### src/rtl/frame_pkg.sv
// Shared constants and state encoding for the host-link response frame serializer.
package frame_pkg;

    localparam logic [7:0] SOF1_BYTE     = 8'hAA;
    localparam logic [7:0] SOF2_BYTE     = 8'h55;
    localparam logic [7:0] CMD_HEARTBEAT = 8'hFF;
    localparam logic [7:0] CMD_PWM       = 8'hFE;
    localparam int         CHK_W         = 8;

    // state | meaning (byte held in the output register)
    // S_IDLE    | no frame in progress
    // S_SOF1    | AA presented
    // S_SOF2    | 55 presented
    // S_CMD     | command byte presented
    // S_LENH    | length high byte presented
    // S_LENL    | length low byte presented, zero-length frame
    // S_PAYLOAD | length low or payload bytes presented / being fetched
    // S_CHK     | checksum pending or presented, waiting for acceptance
    typedef enum logic [2:0] {
        S_IDLE, S_SOF1, S_SOF2, S_CMD, S_LENH, S_LENL, S_PAYLOAD, S_CHK
    } state_t;

endpackage

### src/rtl/frame_tx.sv
// Response-frame serializer: AA 55 CMD LEN_H LEN_L <payload> CHK, one byte per cycle.
// Optional payload-stall timeout is built when FRAME_TX_TIMEOUT_EN is defined.
module frame_tx
    import frame_pkg::*;
#(
    parameter int MAX_LEN = 64
`ifdef FRAME_TX_TIMEOUT_EN
    , parameter int TIMEOUT_CYCLES = 1000
`endif
) (
    input  logic        clk,
    input  logic        rst_n,
    input  logic        tx_start,
    input  logic [7:0]  tx_cmd,
    input  logic [15:0] tx_len,
    input  logic [7:0]  pl_data,
    input  logic        pl_valid,
    output logic        pl_ready,
    output logic [7:0]  usb_data_out,
    output logic        usb_valid_out,
    input  logic        usb_ready_in,
    output logic        busy,
    output logic        done,
    output logic        len_err,
    output logic        timeout_err
);

    state_t             state;
    logic [7:0]         cmd_q;
    logic [15:0]        len_q;
    logic [15:0]        remaining;
    logic [CHK_W-1:0]   checksum;
    logic               chk_loaded;
    logic               load_en;
    logic               accept;
    logic               pl_take;
    logic               pay_load;
    logic [7:0]         pay_byte;
    logic               timed_out;

    assign load_en  = !usb_valid_out || usb_ready_in;
    assign accept   = (state == S_IDLE) && tx_start && (tx_len <= 16'(MAX_LEN));
    assign pl_ready = (state == S_PAYLOAD) && load_en && !timed_out;
    assign pl_take  = pl_valid && pl_ready;
    // After a stall timeout the rest of the payload is padded with zeros.
    assign pay_load = pl_take || ((state == S_PAYLOAD) && timed_out && load_en);
    assign pay_byte = timed_out ? 8'h00 : pl_data;

`ifdef FRAME_TX_TIMEOUT_EN
    localparam int TO_W = $clog2(TIMEOUT_CYCLES + 1);
    localparam logic [TO_W-1:0] TO_RELOAD = TO_W'(TIMEOUT_CYCLES - 1);

    logic [TO_W-1:0] stall_cnt;

    assign timed_out = timeout_err;

    always_ff @(posedge clk or negedge rst_n) begin
        if (!rst_n) begin
            stall_cnt   <= TO_RELOAD;
            timeout_err <= 1'b0;
        end else if (accept) begin
            stall_cnt   <= TO_RELOAD;
            timeout_err <= 1'b0;
        end else if ((state == S_PAYLOAD) && !timeout_err) begin
            if (pl_take)
                stall_cnt <= TO_RELOAD;
            else if (stall_cnt == '0)
                timeout_err <= 1'b1;
            else
                stall_cnt <= stall_cnt - 1'b1;
        end
    end
`else
    assign timed_out   = 1'b0;
    assign timeout_err = 1'b0;
`endif

    always_ff @(posedge clk or negedge rst_n) begin
        if (!rst_n) begin
            state         <= S_IDLE;
            cmd_q         <= 8'h00;
            len_q         <= 16'h0000;
            remaining     <= 16'h0000;
            checksum      <= '0;
            chk_loaded    <= 1'b0;
            usb_data_out  <= 8'h00;
            usb_valid_out <= 1'b0;
            busy          <= 1'b0;
            done          <= 1'b0;
            len_err       <= 1'b0;
        end else begin
            done    <= 1'b0;
            len_err <= 1'b0;
            unique case (state)
                S_IDLE: begin
                    if (accept) begin
                        cmd_q         <= tx_cmd;
                        len_q         <= tx_len;
                        remaining     <= tx_len;
                        checksum      <= tx_cmd + tx_len[15:8] + tx_len[7:0];
                        chk_loaded    <= 1'b0;
                        busy          <= 1'b1;
                        usb_data_out  <= SOF1_BYTE;
                        usb_valid_out <= 1'b1;
                        state         <= S_SOF1;
                    end else if (tx_start) begin
                        len_err <= 1'b1;
                    end
                end
                S_SOF1: if (load_en) begin
                    usb_data_out <= SOF2_BYTE;
                    state        <= S_SOF2;
                end
                S_SOF2: if (load_en) begin
                    usb_data_out <= cmd_q;
                    state        <= S_CMD;
                end
                S_CMD: if (load_en) begin
                    usb_data_out <= len_q[15:8];
                    state        <= S_LENH;
                end
                S_LENH: if (load_en) begin
                    usb_data_out <= len_q[7:0];
                    state        <= (len_q == 16'h0000) ? S_LENL : S_PAYLOAD;
                end
                S_LENL: if (load_en) begin
                    usb_data_out <= checksum;
                    chk_loaded   <= 1'b1;
                    state        <= S_CHK;
                end
                S_PAYLOAD: begin
                    if (pay_load) begin
                        usb_data_out  <= pay_byte;
                        usb_valid_out <= 1'b1;
                        checksum      <= checksum + pay_byte;
                        remaining     <= remaining - 16'd1;
                        if (remaining == 16'd1)
                            state <= S_CHK;
                    end else if (load_en) begin
                        usb_valid_out <= 1'b0;
                    end
                end
                S_CHK: begin
                    if (!chk_loaded) begin
                        if (load_en) begin
                            usb_data_out  <= checksum;
                            usb_valid_out <= 1'b1;
                            chk_loaded    <= 1'b1;
                        end
                    end else if (usb_ready_in) begin
                        usb_valid_out <= 1'b0;
                        busy          <= 1'b0;
                        done          <= 1'b1;
                        state         <= S_IDLE;
                    end
                end
                default: state <= S_IDLE;
            endcase
        end
    end

endmodule

### config.mk
export PLATFORM = sky130hd
export DESIGN_NAME = frame_tx
export DESIGN_NICKNAME = d
export VERILOG_FILES = /design/src/rtl/frame_pkg.sv /design/src/rtl/frame_tx.sv
export SDC_FILE = /design/constraint.sdc
export NUM_CORES = 1
export LEC_CHECK = 0
export CAP_MARGIN = 5
export CORE_MARGIN = 4
export CORE_UTILIZATION = 50
export CTS_BUF_LIST = sky130_fd_sc_hd__clkbuf_4 sky130_fd_sc_hd__clkbuf_8
export DETAILED_ROUTE_END_ITERATION = 10
export GPL_TIMING_DRIVEN = 0
export PLACE_DENSITY_LB_ADDON = 0.2
export SKIP_CTS_REPAIR_TIMING = 1
export SLEW_MARGIN = 20
export SYNTH_ARGS = -nofsm -noshare
export SYNTH_HDL_FRONTEND = slang
export SYNTH_SLANG_ARGS = --single-unit
### constraint.sdc
create_clock -name clk -period 5.2 [get_ports clk]
set_clock_uncertainty 0.1 [all_clocks]
set_input_delay 0.52 -clock clk [delete_from_list [all_inputs] [get_ports clk]]
set_output_delay 0.52 -clock clk [all_outputs]
set_load 0.02 [all_outputs]
==> results.yml, run 1 <==
drt:
  ant_nets: 0
  drtPass1Iterations: 9
  routed_via_density: 6.09
  routed_wl_mm: 12.0
  remaining_drc_errors: 0
  vias: 3756
  post_drt_wl_per_cell_um: 19.4
  first_iter_violations: 321
global_route:
  grt_pass1_wl_mm: 19.0
  grt_pass1_vias: 3637
  antenna_found_initial: 0
  grt_usage: 0.251
  grt_overflow: 0
  grt_max_degree: 43
worst_setup_path:
  arrival_ns: 2.76
  cp.depth: 6
  reg2reg_depth: 7
  rr_startpoint: "state[1]$_DFFE_PN0P_"
  crit_path_start_kind: "register"
  critPathMaxStageDelay_ns: 0.61
  cpMostUsedCell: "nor2_1"
  startpoint: "state[1]$_DFFE_PN0P_"
  worst_ep_required_time_ns: 4.58
  critical-path-top-delay-family: "buffers and inverters"
  path_buf_inv: 3
  critPathMaxFanout: 10
  critical_path_class: "reg2out"
  crit_slowest_cell: "clkdlybuf4s50_1"
  regToRegSetupSlack_ns: 2.50
  worstSetupEndpoint: "pl_ready"
  timing.rr.end: "checksum[6]$_DFFE_PN0P_"
  crit_path_cell_trace: "clkinv_1, nor2_1, nand2_1, clkbuf_1, nor2_1, clkdlybuf4s50_1"
  cp-end-kind: "output pin"
synth:
  syn-num-nets: 509
  netlist_instances: 448
  synth_area_per_cell_um2: 9.02
  yosysSeqAreaShare: 0.397
  async_flop_share: 1.00
  ys.flop_type: "dfrtp_1"
  ys_ff_latch: 64
  synth_edf_count: 0
  yosys_warnings: 0
  mappedNetlistArea_um2: 4040
  synth_cell_type_count: 58
floorplan:
  ios: 51
  die_x_um: 97.9
  die_h_um: 97.9
  core_um2: 7810
  start_util: 0.517
  dieArea_um2: 9580
  rows: 32
power:
  p_sw_w: 0.00103
  pwr-share-clk: 0.223
  internal_power_w: 0.00142
  power.leakage_nw: 2.19
  vdd_drop_max_uv: 208
  combPwrFrac: 0.474
  swShare: 0.421
  seq_power_share: 0.303
  finalPower_w: 0.00245
  p_per_area_nw_per_um2: 496
timing:
  slew_violations: 0
  worst_slew_pin_slew_ns: 0.853
  fin_crit_ns: 3.38
  slew_headroom: 0.428
  hold_viol_final: 0
  tns_ns: 0
  rsz0062_at_grt: "no"
  period_share: 0.649
  fmax_mhz: 296
  finalSetupViolCount: 0
clock_tree:
  clk_path_buf_depth: 2
  cts_root_buf: "clkbuf_8"
  clk_latency_ns: 0.35
  cts_made_buffers: 9
  clk_pin_slew_worst_paths_ns: 0.08
  cts_tree: "built"
  cts_htree_levels: 3
  numClockSinks: 64
outcome:
  outcome: "finished, final reports clean"
finish:
  num_antenna_cells: 0
  syn_to_final_growth_pct: 22.3
  seqCellArea_um2: 1600
  final_common_cell: "dfrtp_1"
  final_cell_mix: "dfrtp_1 (64), nand2_1 (58), clkdlybuf4s50_1 (48)"
  fillers: 681
  finalInstanceArea_um2: 4940
  drive_gt1_frac: 0.0893
  layout.nets: 571
  fin_util: 0.633
  multiInputGateArea_um2: 2270
place:
  gp_congestion: 0.972
  hpwl_mm: 8.91
  portBuffers: 49
  placed_cell_area_um2: 4680
run:
  cap_violations: 0
worst_hold_path:
  min_path_type: "reg2reg"
power groups by stage:
stage | sequential (W) | clock [W] | combinational (W)
floorplan | 0.000751 | 0 | 0.000747
global placement | 0.000736 | 0 | 0.00111
detailed placement | 0.000740 | 0 | 0.00113
CTS | 0.000735 | 0.000545 | 0.00114
global route | 0.000753 | 0.000575 | 0.00127
finish | 0.000741 | 0.000546 | 0.00116
synth_stat cells, types with 8 or more instances:
| cell | n | area share |
|---|---|---|
| dfrtp_1 | 64 | 0.40 |
| nand2_1 | 58 | 0.054 |
| a21oi_1 | 36 | 0.045 |
| nor2_1 | 36 | 0.033 |
| o21ai_0 | 27 | 0.033 |
| inv_1 | 16 | 0.015 |
| ha_1 | 15 | 0.046 |
| nor3_1 | 14 | 0.017 |
| mux2_2 | 13 | 0.036 |
| o21ai_1 | 11 | 0.014 |
| and2_1 | 10 | 0.015 |
| clkbuf_1 | 9 | 0.0084 |
| fa_1 | 9 | 0.045 |
| nor4_1 | 8 | 0.012 |
metrics by stage:
stage | hold WS [ns] | instances | setup slack (ns)
6_report | 0.377 | 617 | 1.82
5_1_grt | 0.398 | 617 | 1.70
4_1_cts | -0.0320 | 616 | 1.89
3_5_place_dp | 0.340 | 600 | 1.65
3_3_place_gp | 0.351 | 599 | 1.34
2_1_floorplan | 0.124 | 448 | 2.50
tightest hold or removal path, delay by kind of cell, from the launching register on:
kind	cells	cell delay [ns]
AO/OA/AOI/OAI	1	0.06
flip-flops	1	0.34
AND/OR/NAND/NOR	1	0.04
final cells by class:
cell class,count,area share
Buffer,20,0.0208
Multi-Input combinational cell,346,0.460
Timing Repair Buffer,51,0.105
Clock buffer,11,0.0294
Clock inverter,5,0.0210
Sequential cell,64,0.324
Inverter,18,0.0137
Tap cell,102,0.0258
per-layer routing:
| metal | up-vias | GRT usage | wire length [um] |
|---|---|---|---|
| li1 | 1740 | - | - |
| met5 | - | 0 | 0 |
| met4 | 0 | 0.109 | 277 |
| met1 | 1767 | 0.340 | 4950 |
| met2 | 221 | 0.386 | 5530 |
| met3 | 28 | 0.0600 | 1200 |
cell families after synthesis:
group,share of synthesized area
adder cells (fa/ha/maj),0.0911
AO/OA/AOI/OAI,0.213
multiplexers,0.0412
flip-flops,0.397
AND/OR/NAND/NOR,0.194
buffers and inverters,0.0421
other,0.000928
XOR/XNOR,0.0217
worst min-delay path by stage:
| stage | start | endpoint | slack [ns] | cells past startpoint |
|---|---|---|---|---|
| 4_1_cts | rst_n | busy$_DFFE_PN0P_ | -0.03 | 1 |
| 5_1_grt | remaining[15]$_DFFE_PN0P_ | remaining[15]$_DFFE_PN0P_ | 0.40 | 1 |
| 6_report | usb_data_out[0]$_DFFE_PN0P_ | usb_data_out[0]$_DFFE_PN0P_ | 0.38 | 2 |
| 3_5_place_dp | rst_n | usb_data_out[3]$_DFFE_PN0P_ | 0.34 | 1 |
| 3_3_place_gp | cmd_q[4]$_DFFE_PN0P_ | cmd_q[4]$_DFFE_PN0P_ | 0.35 | 2 |
| 2_1_floorplan | rst_n | busy$_DFFE_PN0P_ | 0.12 | 0 |
flip-flops by register name, summed over array words and instances, names as in the netlist:
register	count
len_q	16
remaining	16
checksum	8
cmd_q	8
usb_data_out	8
state	3
busy	1
chk_loaded	1
done	1
len_err	1
usb_valid_out	1
Power figures use the tool's default switching activity.
==> run 2, diff against run 1 <==
==> constraint.sdc (replaced) <==
create_clock -name clk -period 3.1 [get_ports clk]
set_clock_uncertainty 0.1 [all_clocks]
set_input_delay 0.31 -clock clk [delete_from_list [all_inputs] [get_ports clk]]
set_output_delay 0.31 -clock clk [all_outputs]
set_load 0.02 [all_outputs]
==> results.yml, run 2 (same netlist as run 1, synthesis figures left out) <==
worst_setup_path:
  startpoint: "tx_len[9]"
  critPathMaxStageDelay_ns: 0.58
  cp-end-kind: "register"
  crit_slowest_cell: "clkdlybuf4s50_1"
  crit_path_start_kind: "primary input"
  rr_startpoint: "state[0]$_DFFE_PN0P_"
  crit_path_cell_trace: "clkdlybuf4s50_1, fa_1, ha_1, fa_1, a21o_1, a21oi_1, o21bai_1, a21oi_1, xnor2_1, o221ai_1"
  critical_path_class: "in2reg"
  arrival_ns: 3.06
  worst_ep_required_time_ns: 3.21
  reg2reg_depth: 8
  timing.rr.end: "usb_data_out[2]$_DFFE_PN0P_"
  worstSetupEndpoint: "checksum[7]$_DFFE_PN0P_"
  regToRegSetupSlack_ns: 0.40
  critPathMaxFanout: 3
finish:
  fin_util: 0.633
  syn_to_final_growth_pct: 22.3
  num_antenna_cells: 0
  drive_gt1_frac: 0.0914
  layout.nets: 570
  largestRegisters: "len_q: 16 flops, remaining: 16 flops"
  final_cell_mix: "dfrtp_1 (64), nand2_1 (57), clkdlybuf4s50_1 (47)"
  final_common_cell: "dfrtp_1"
  fillers: 680
timing:
  fin_crit_ns: 2.95
  slew_violations: 0
  finalSetupViolCount: 0
  rsz0062_at_grt: "no"
  slew_headroom: 0.422
  period_share: 0.951
  fmax_mhz: 339
  setup_ws_ns: 0.152
  worst_slew_pin_slew_ns: 0.862
  hold_viol_final: 0
clock_tree:
  clk_latency_ns: 0.35
  clk_path_buf_depth: 2
  cts_htree_levels: 3
  clk_pin_slew_worst_paths_ns: 0.07
  cts_made_buffers: 9
  cts_root_buf: "clkbuf_8"
  numClockSinks: 64
  cts_tree: "built"
drt:
  first_iter_violations: 331
  post_drt_wl_per_cell_um: 19.3
  wl_met2_mm: 5.43
  ant_nets: 0
  remaining_drc_errors: 0
  wl_met1_mm: 4.97
  routed_via_density: 6.14
  highest_layer: "met4"
  vias: 3784
  routed_wl_mm: 11.9
  route.met3.wl_mm: 1.14
  drtPass1Iterations: 5
floorplan:
  die_h_um: 97.9
  start_util: 0.517
  dieArea_um2: 9580
  ios: 51
  rows: 32
  die_x_um: 97.9
  core_um2: 7810
power:
  vdd_drop_max_uv: 351
  p_per_area_nw_per_um2: 829
  power.leakage_nw: 2.20
global_route:
  grt_pass1_wl_mm: 18.9
  grt_pass1_vias: 3639
  antenna_found_initial: 0
  grt_max_degree: 43
  grt_overflow: 0
  grt_usage: 0.251
run:
  cap_violations: 0
worst_hold_path:
  min_path_type: "in2reg"
place:
  portBuffers: 49
  gp_congestion: 0.972
  place_ws_ns: -0.244
  hpwl_mm: 8.91
outcome:
  outcome: "finished, final reports clean"
-- run 2: power by group --
group	internal (W)	total, W	switching, W
combinational	0.000768	0.00194	0.00117
clock	0.000566	0.000913	0.000347
sequential	0.00104	0.00124	0.000199
-- run 2: metrics by stage --
step                instances  area [um2]  setup TNS [ns]  hold WS (ns)  power, W
floorplan                 448        4040               0       -0.0856   0.00251
global placement          599        4660          -36.06         0.351   0.00309
detailed placement        600        4680           -1.39         0.130   0.00314
CTS                       616        4930               0        -0.242   0.00406
global route              616        4940               0         0.284   0.00435
finish                    616        4940               0         0.264   0.00410
-- run 2: worst max-delay path: cells and delay by family --
family,cells,cell delay [ns]
adders and majority gates,3,1.12
AOI/OAI and AO/OA,5,0.90
xor gates and xnor gates,1,0.14
buffers and inverters,1,0.58
-- run 2: worst min path at each step --
stage	end	slack (ns)	start	depth (start not counted)
final	len_q[1]$_DFFE_PN0P_	0.26	tx_len[1]	3
after global routing	len_q[1]$_DFFE_PN0P_	0.28	tx_len[1]	3
after CTS	busy$_DFFE_PN0P_	-0.24	rst_n	1
after detailed placement	usb_data_out[3]$_DFFE_PN0P_	0.13	rst_n	1
after global placement	cmd_q[4]$_DFFE_PN0P_	0.35	cmd_q[4]$_DFFE_PN0P_	2
after floorplan	busy$_DFFE_PN0P_	-0.09	rst_n	0
-- run 2: metal layers --
metal,global-route usage,vias to the layer above
met5,0,-
met3,0.0593,34
met1,0.340,1781
met4,0.113,0
met2,0.384,229
li1,-,1740
-- run 2: cell type report --
cell class                 count  area, um2  share of cell area
multi-input combinational    346       2270               0.460
sequential                    64       1600               0.324
timing repair buffer          51        520               0.105
clock buffer                  11        145              0.0294
tap                          102        128              0.0258
clock inverter                 5        104              0.0210
buffer                        19       98.8              0.0200
inverter                      18       67.6              0.0137
==> run 3, diff against run 2 <==
--- a/config.mk
+++ b/config.mk
@@ -13,7 +13,7 @@
 export GPL_TIMING_DRIVEN = 0
 export PLACE_DENSITY_LB_ADDON = 0.2
 export SKIP_CTS_REPAIR_TIMING = 1
-export SLEW_MARGIN = 20
+export SLEW_MARGIN = 10
 export SYNTH_ARGS = -nofsm -noshare
 export SYNTH_HDL_FRONTEND = slang
 export SYNTH_SLANG_ARGS = --single-unit
==> results of run 3 <==
No change in the layout: final DEF, timing and power equal those of run 2.
